File: src/rtl/mmio_uart_tx.sv
// mmio_uart_tx -- memory-mapped 8N1 UART transmitter with a small TX FIFO.
//
// Register window (offset = address[3:2]):
//   0 TXDATA  write pushes wdata[7:0]; reads 0
//   1 STATUS  {count[12:8], overflow[3], busy[2], empty[1], full[0]}
//   2 CTRL    bit0 enable (R/W); write bit1=1 clears overflow
//   3 reserved
//
// Ports:
//   clk      single clock, rising edge
//   reset    synchronous, active-high
//   address  core bus address
//   wdata    core write data
//   we       core write enable, one write per high cycle
//   sel      combinational window decode
//   rdata    combinational read data, 0 when not selected
//   tx       registered serial output, idle high
module mmio_uart_tx #(
   parameter logic [31:0] BASE_ADDR  = 32'h8000_0000,
   parameter int          CLK_DIV    = 16,
   parameter int          FIFO_DEPTH = 8
) (
   input  logic        clk,
   input  logic        reset,
   input  logic [31:0] address,
   input  logic [31:0] wdata,
   input  logic        we,
   output logic        sel,
   output logic [31:0] rdata,
   output logic        tx
);

   localparam int BW = (CLK_DIV > 1) ? $clog2(CLK_DIV) : 1;
   localparam int PW = $clog2(FIFO_DEPTH);
   localparam int CW = PW + 1;
   localparam logic [BW-1:0] BAUD_LAST = BW'(CLK_DIV - 1);
   localparam logic [CW-1:0] DEPTH     = CW'(FIFO_DEPTH);

   typedef enum logic [1:0] {S_IDLE, S_START, S_DATA, S_STOP} state_t;

   state_t        state, state_nxt;
   logic [BW-1:0] baud_cnt, baud_nxt;
   logic [2:0]    bit_idx, bit_nxt;
   logic [7:0]    shreg, shreg_nxt;
   logic          tx_nxt;
   logic          pop;
   logic          baud_done;

   logic [7:0]    mem [FIFO_DEPTH];
   logic [PW-1:0] rd_ptr, wr_ptr;
   logic [CW-1:0] count;
   logic          enable, overflow;

   logic [1:0]    offset;
   logic          push_req, push_acc, ctrl_wr;
   logic          full, empty, busy;

   // Address bits below the word offset and the upper write-data bits carry no meaning here.
   logic unused_bits;
   assign unused_bits = ^{address[1:0], wdata[31:8]};

   // ---------------- decode ----------------
   assign sel      = (address[31:4] == BASE_ADDR[31:4]);
   assign offset   = address[3:2];
   assign push_req = we & sel & (offset == 2'd0);
   assign ctrl_wr  = we & sel & (offset == 2'd2);

   assign full  = (count == DEPTH);
   assign empty = (count == '0);
   assign busy  = (state != S_IDLE);

   // A full FIFO still takes a byte when the head leaves on the same edge.
   assign push_acc = push_req & (~full | pop);

   always_comb begin
      rdata = '0;
      if (sel) begin
         case (offset)
            2'd1:    rdata = {19'd0, 5'(count), 4'd0, overflow, busy, empty, full};
            2'd2:    rdata = {31'd0, enable};
            default: rdata = '0;
         endcase
      end
   end

   // ---------------- FIFO + control registers ----------------
   always_ff @(posedge clk) begin
      if (push_acc) mem[wr_ptr] <= wdata[7:0];
   end

   always_ff @(posedge clk) begin
      if (reset) begin
         rd_ptr   <= '0;
         wr_ptr   <= '0;
         count    <= '0;
         enable   <= 1'b1;
         overflow <= 1'b0;
      end else begin
         if (push_acc) wr_ptr <= wr_ptr + PW'(1);
         if (pop)      rd_ptr <= rd_ptr + PW'(1);
         case ({push_acc, pop})
            2'b10:   count <= count + CW'(1);
            2'b01:   count <= count - CW'(1);
            default: count <= count;
         endcase
         if (ctrl_wr) enable <= wdata[0];
         // A dropped byte on the same edge as a clear leaves the flag set.
         if (push_req & ~push_acc)    overflow <= 1'b1;
         else if (ctrl_wr & wdata[1]) overflow <= 1'b0;
      end
   end

   // ---------------- serializer FSM ----------------
   always_ff @(posedge clk) begin
      if (reset) begin
         state    <= S_IDLE;
         baud_cnt <= '0;
         bit_idx  <= '0;
         shreg    <= '0;
         tx       <= 1'b1;
      end else begin
         state    <= state_nxt;
         baud_cnt <= baud_nxt;
         bit_idx  <= bit_nxt;
         shreg    <= shreg_nxt;
         tx       <= tx_nxt;
      end
   end

   assign baud_done = (baud_cnt == BAUD_LAST);

   // tx is registered: each branch sets the level the line takes after the edge,
   // so the start bit appears on the same edge the head is popped.
   always_comb begin
      state_nxt = state;
      baud_nxt  = baud_cnt;
      bit_nxt   = bit_idx;
      shreg_nxt = shreg;
      tx_nxt    = tx;
      pop       = 1'b0;
      case (state)
         S_IDLE: begin
            baud_nxt = '0;
            tx_nxt   = 1'b1;
            if (enable & ~empty) begin
               state_nxt = S_START;
               pop       = 1'b1;
               shreg_nxt = mem[rd_ptr];
               tx_nxt    = 1'b0;
            end
         end
         S_START: begin
            if (baud_done) begin
               state_nxt = S_DATA;
               baud_nxt  = '0;
               bit_nxt   = '0;
               tx_nxt    = shreg[0];
            end else begin
               baud_nxt = baud_cnt + BW'(1);
            end
         end
         S_DATA: begin
            if (baud_done) begin
               baud_nxt = '0;
               if (bit_idx == 3'd7) begin
                  state_nxt = S_STOP;
                  tx_nxt    = 1'b1;
               end else begin
                  bit_nxt   = bit_idx + 3'd1;
                  shreg_nxt = {1'b0, shreg[7:1]};
                  tx_nxt    = shreg[1];
               end
            end else begin
               baud_nxt = baud_cnt + BW'(1);
            end
         end
         S_STOP: begin
            if (baud_done) begin
               baud_nxt = '0;
               // Chain straight into the next start bit when more data is waiting.
               if (enable & ~empty) begin
                  state_nxt = S_START;
                  pop       = 1'b1;
                  shreg_nxt = mem[rd_ptr];
                  tx_nxt    = 1'b0;
               end else begin
                  state_nxt = S_IDLE;
                  tx_nxt    = 1'b1;
               end
            end else begin
               baud_nxt = baud_cnt + BW'(1);
            end
         end
         default: begin
            state_nxt = S_IDLE;
            tx_nxt    = 1'b1;
         end
      endcase
   end

endmodule
File: config.mk
export PLATFORM = sky130hd
export DESIGN_NAME = mmio_uart_tx
export DESIGN_NICKNAME = d
export VERILOG_FILES = /design/src/rtl/mmio_uart_tx.sv
export SDC_FILE = /design/constraint.sdc
export NUM_CORES = 1
export LEC_CHECK = 0
export BUFFER_PORTS_ARGS = -buffer_cell sky130_fd_sc_hd__buf_2
export CORE_UTILIZATION = 40
export CTS_CLUSTER_SIZE = 14
export DETAILED_ROUTE_END_ITERATION = 16
export GPL_TIMING_DRIVEN = 0
export HOLD_SLACK_MARGIN = 0.02
export PLACE_DENSITY_LB_ADDON = 0.2
export SLEW_MARGIN = 30
export SYNTH_ARGS = -nofsm -noshare
export SYNTH_HDL_FRONTEND = slang
export SYNTH_SLANG_ARGS = --single-unit
File: constraint.sdc
create_clock -name clk -period 7.9 [get_ports clk]
set_input_delay 0.395 -clock clk [delete_from_list [all_inputs] [get_ports clk]]
set_output_delay 0.395 -clock clk [all_outputs]
set_load 0.1 [all_outputs]
==> results.yml <==
clock_network:
  cts_tree: "done"
  clk_latency_ps: 360
  path_clk_slew_ps: 90
  clockBufferDepth: 2
  cts_hold_buf: 0
  cts_htree_levels: 3
  cts_root_buffer: "clkbuf_8"
  numCtsBuffers: 9
  cts.sinks: 97
  ctsResizeCount: 0
  cts_setup_buffers: 0
detailed_routing:
  avgRoutedWirePerCell_um: 14.9
  via_per_inst: 4.93
  drt_iter0_drc: 120
  drtAntennaViolNets: 0
  vias: 2832
  dr.pass1.iters: 4
  wl_mm: 8.56
  drt_drc_violations_left: 0
timing:
  fin_crit_sh_pct: 43.2
  tns_ps: 0
  slew_viol_final: 0
  worst_pin_slew_ps: 907
  rsz0062_at_grt: "false"
  slew-limit-headroom_pct: 39.3
  skew_ps: 8.77
  final_hold_viol_count: 0
  setup_viol: 0
  fmax_mhz: 293
  period_needed_ps: 3410
pwr:
  comb_power_share_pct: 33.3
  ir_worst_vdd_uv: 220
  seqPwrFrac_pct: 42.2
  powerDensity_nw_per_um2: 278
  power_switching_share_pct: 34.8
  clockPowerShare_pct: 24.6
  p_leak_uw: 0.00195
  p_int_uw: 949
  switchingPower_uw: 506
critical_path:
  critPathKind: "reg -> reg"
  required_ps: 7890
  arrival_ps: 3400
  endpoint_kind: "flip-flop"
  worstPathMaxFanout: 9
  cp-start-kind: "flip-flop"
floorplan:
  core-area_um2: 10800
  start_util_pct: 41.2
  rows: 38
  die_y_um: 108
  dieArea_um2: 11600
  fp.dieW_um: 108
  ioPinCount: 101
synthesis:
  avgSynthCellArea_um2: 13.0
  synth_edf_count: 64
  synth-seq-cells: 97
  synth_area_um2: 4470
  yosys-top-cells-area: "edfxtp_1 43%, dfxtp_1 15%, mux4_2 8.1%, ha_1 4.2%, buf_4 4.0%"
  ys_warn_count: 0
  synth.top_cell.area_share_pct: 43.0
  ys_seq_area_share_pct: 57.8
  synthCells: 345
  ys_types: 48
  synth_async_sr_flop_share_pct: 0
  synth-main-ff-cell: "edfxtp_1"
  yosysTopAreaCell: "edfxtp_1"
placement:
  dp_hpwl_mm: 6.08
  gp_congestion: 0.727
  place_area_um2: 5000
  port_buffers: 50
grt:
  grt_max_degree: 18
  grt_overflow: 0
  antenna_found_initial: 0
  grt_use_total_pct: 16.3
  grt_pass1_wl_mm: 13.9
  grt_pass1_vias: 2674
layout:
  regArea_um2: 2580
  final.fill_count: 960
  diodes: 0
  final_area_um2: 5230
  final_common_cell: "edfxtp_1"
  nets: 512
  syn_to_final_growth_pct: 17.0
  final_cell_mix: "64 x edfxtp_1, 52 x buf_2, 33 x dfxtp_1"
  multi_input_area_um2: 1710
  drive_above_1_share_pct: 27.6
run_status:
  status: "completed"
hold_path:
  hp-class: "in -> reg"
run:
  drv_cap: 0
registers in the layout, indices dropped and copies added (netlist names), named ones only:
signal / flops
shreg: 8
overflow: 1
tx: 1
wr_ptr: 3
rd_ptr: 3
enable: 1
baud_cnt: 4
state: 2
count: 4
bit_idx: 3
mem: 64
synthesized netlist by cell type (all sizes together) (6+ instances only):
library cell,n
mux2i,6
mux4,16
dfxtp,33
edfxtp,64
nor2,28
nand2,22
a211o,6
a21oi,15
ha,15
a211oi,7
nand3,6
buf,27
clkbuf,9
nor3,7
nor2b,7
and3,6
inv,16
area by class of cell:
type | instances | share of cell area (%)
Sequential cell | 97 | 49.4
Timing Repair Buffer | 50 | 4.79
Multi-Input combinational cell | 219 | 32.7
Buffer | 36 | 4.36
Tap cell | 140 | 3.35
Clock buffer | 10 | 2.44
Inverter | 16 | 1.15
Clock inverter | 6 | 1.87
metrics by stage:
stage               hold slack [ps]  util, %  power [µW]  worst slack, ps  cells
finish                          285     48.2        1460             4490    574
detailed placement              438     46.1        1110             4480    558
floorplan                       417        -        1010             2390    368
CTS                             262     48.2        1470             4460    574
global route                    265     48.2        1550             4270    574
global placement                432     45.9        1100             4210    558
path summary, 6_finish.rpt:
kind,from,end,slack [ps],cells after the start
worst min register to register,baud_cnt[0]$_SDFF_PP0_,baud_cnt[0]$_SDFF_PP0_,450,1
worst max register to register,state[0]$_SDFFE_PP0P_,mem[2][1]$_DFFE_PP_,4490,7
worst min-delay path,wdata[3],mem[0][3]$_DFFE_PP_,280,1
worst max-delay path,state[0]$_SDFFE_PP0P_,mem[2][1]$_DFFE_PP_,4490,7
layer usage:
layer | share of wire, % | vias up | global-route usage [%] | routed length, µm
met5 | 0 | - | 0 | 0
met4 | 0.50 | 0 | 4.11 | 43
met3 | 3.3 | 4 | 4.90 | 281
met2 | 47 | 47 | 25.8 | 4060
met1 | 49 | 1373 | 21.7 | 4170
li1 | - | 1408 | - | -
power by group through the flow:
stage               clock network [µW]  registers (µW)  logic (µW)
finish                             358             614         484
global route                       391             621         535
CTS                                369             613         486
detailed placement                   0             625         485
global placement                     0             623         475
floorplan                            0             629         376
cells by family (layout without fill, tap and decap cells):
kind of cell | Yosys count | after routing | share of synthesized area (%)
AO/OA/AOI/OAI | 48 | 48 | 8.15
XOR/XNOR | 6 | 6 | 1.18
adder cells (fa/ha/maj) | 16 | 16 | 4.65
buffers and inverters | 52 | 118 | 6.44
flip-flops | 97 | 97 | 57.8
multiplexers | 25 | 25 | 10.2
other | 1 | 24 | 0.0839
AND/OR/NAND/NOR | 100 | 100 | 11.5
worst max-delay path, stage by stage, from the launching register on:
cell	delay (ps)
dfxtp_1	380
inv_1	110
ha_1	290
clkbuf_1	210
or3_1	520
a2111oi_4	530
nand2b_1	250
nor2_1	740
(Power assumes the default switching activity.)
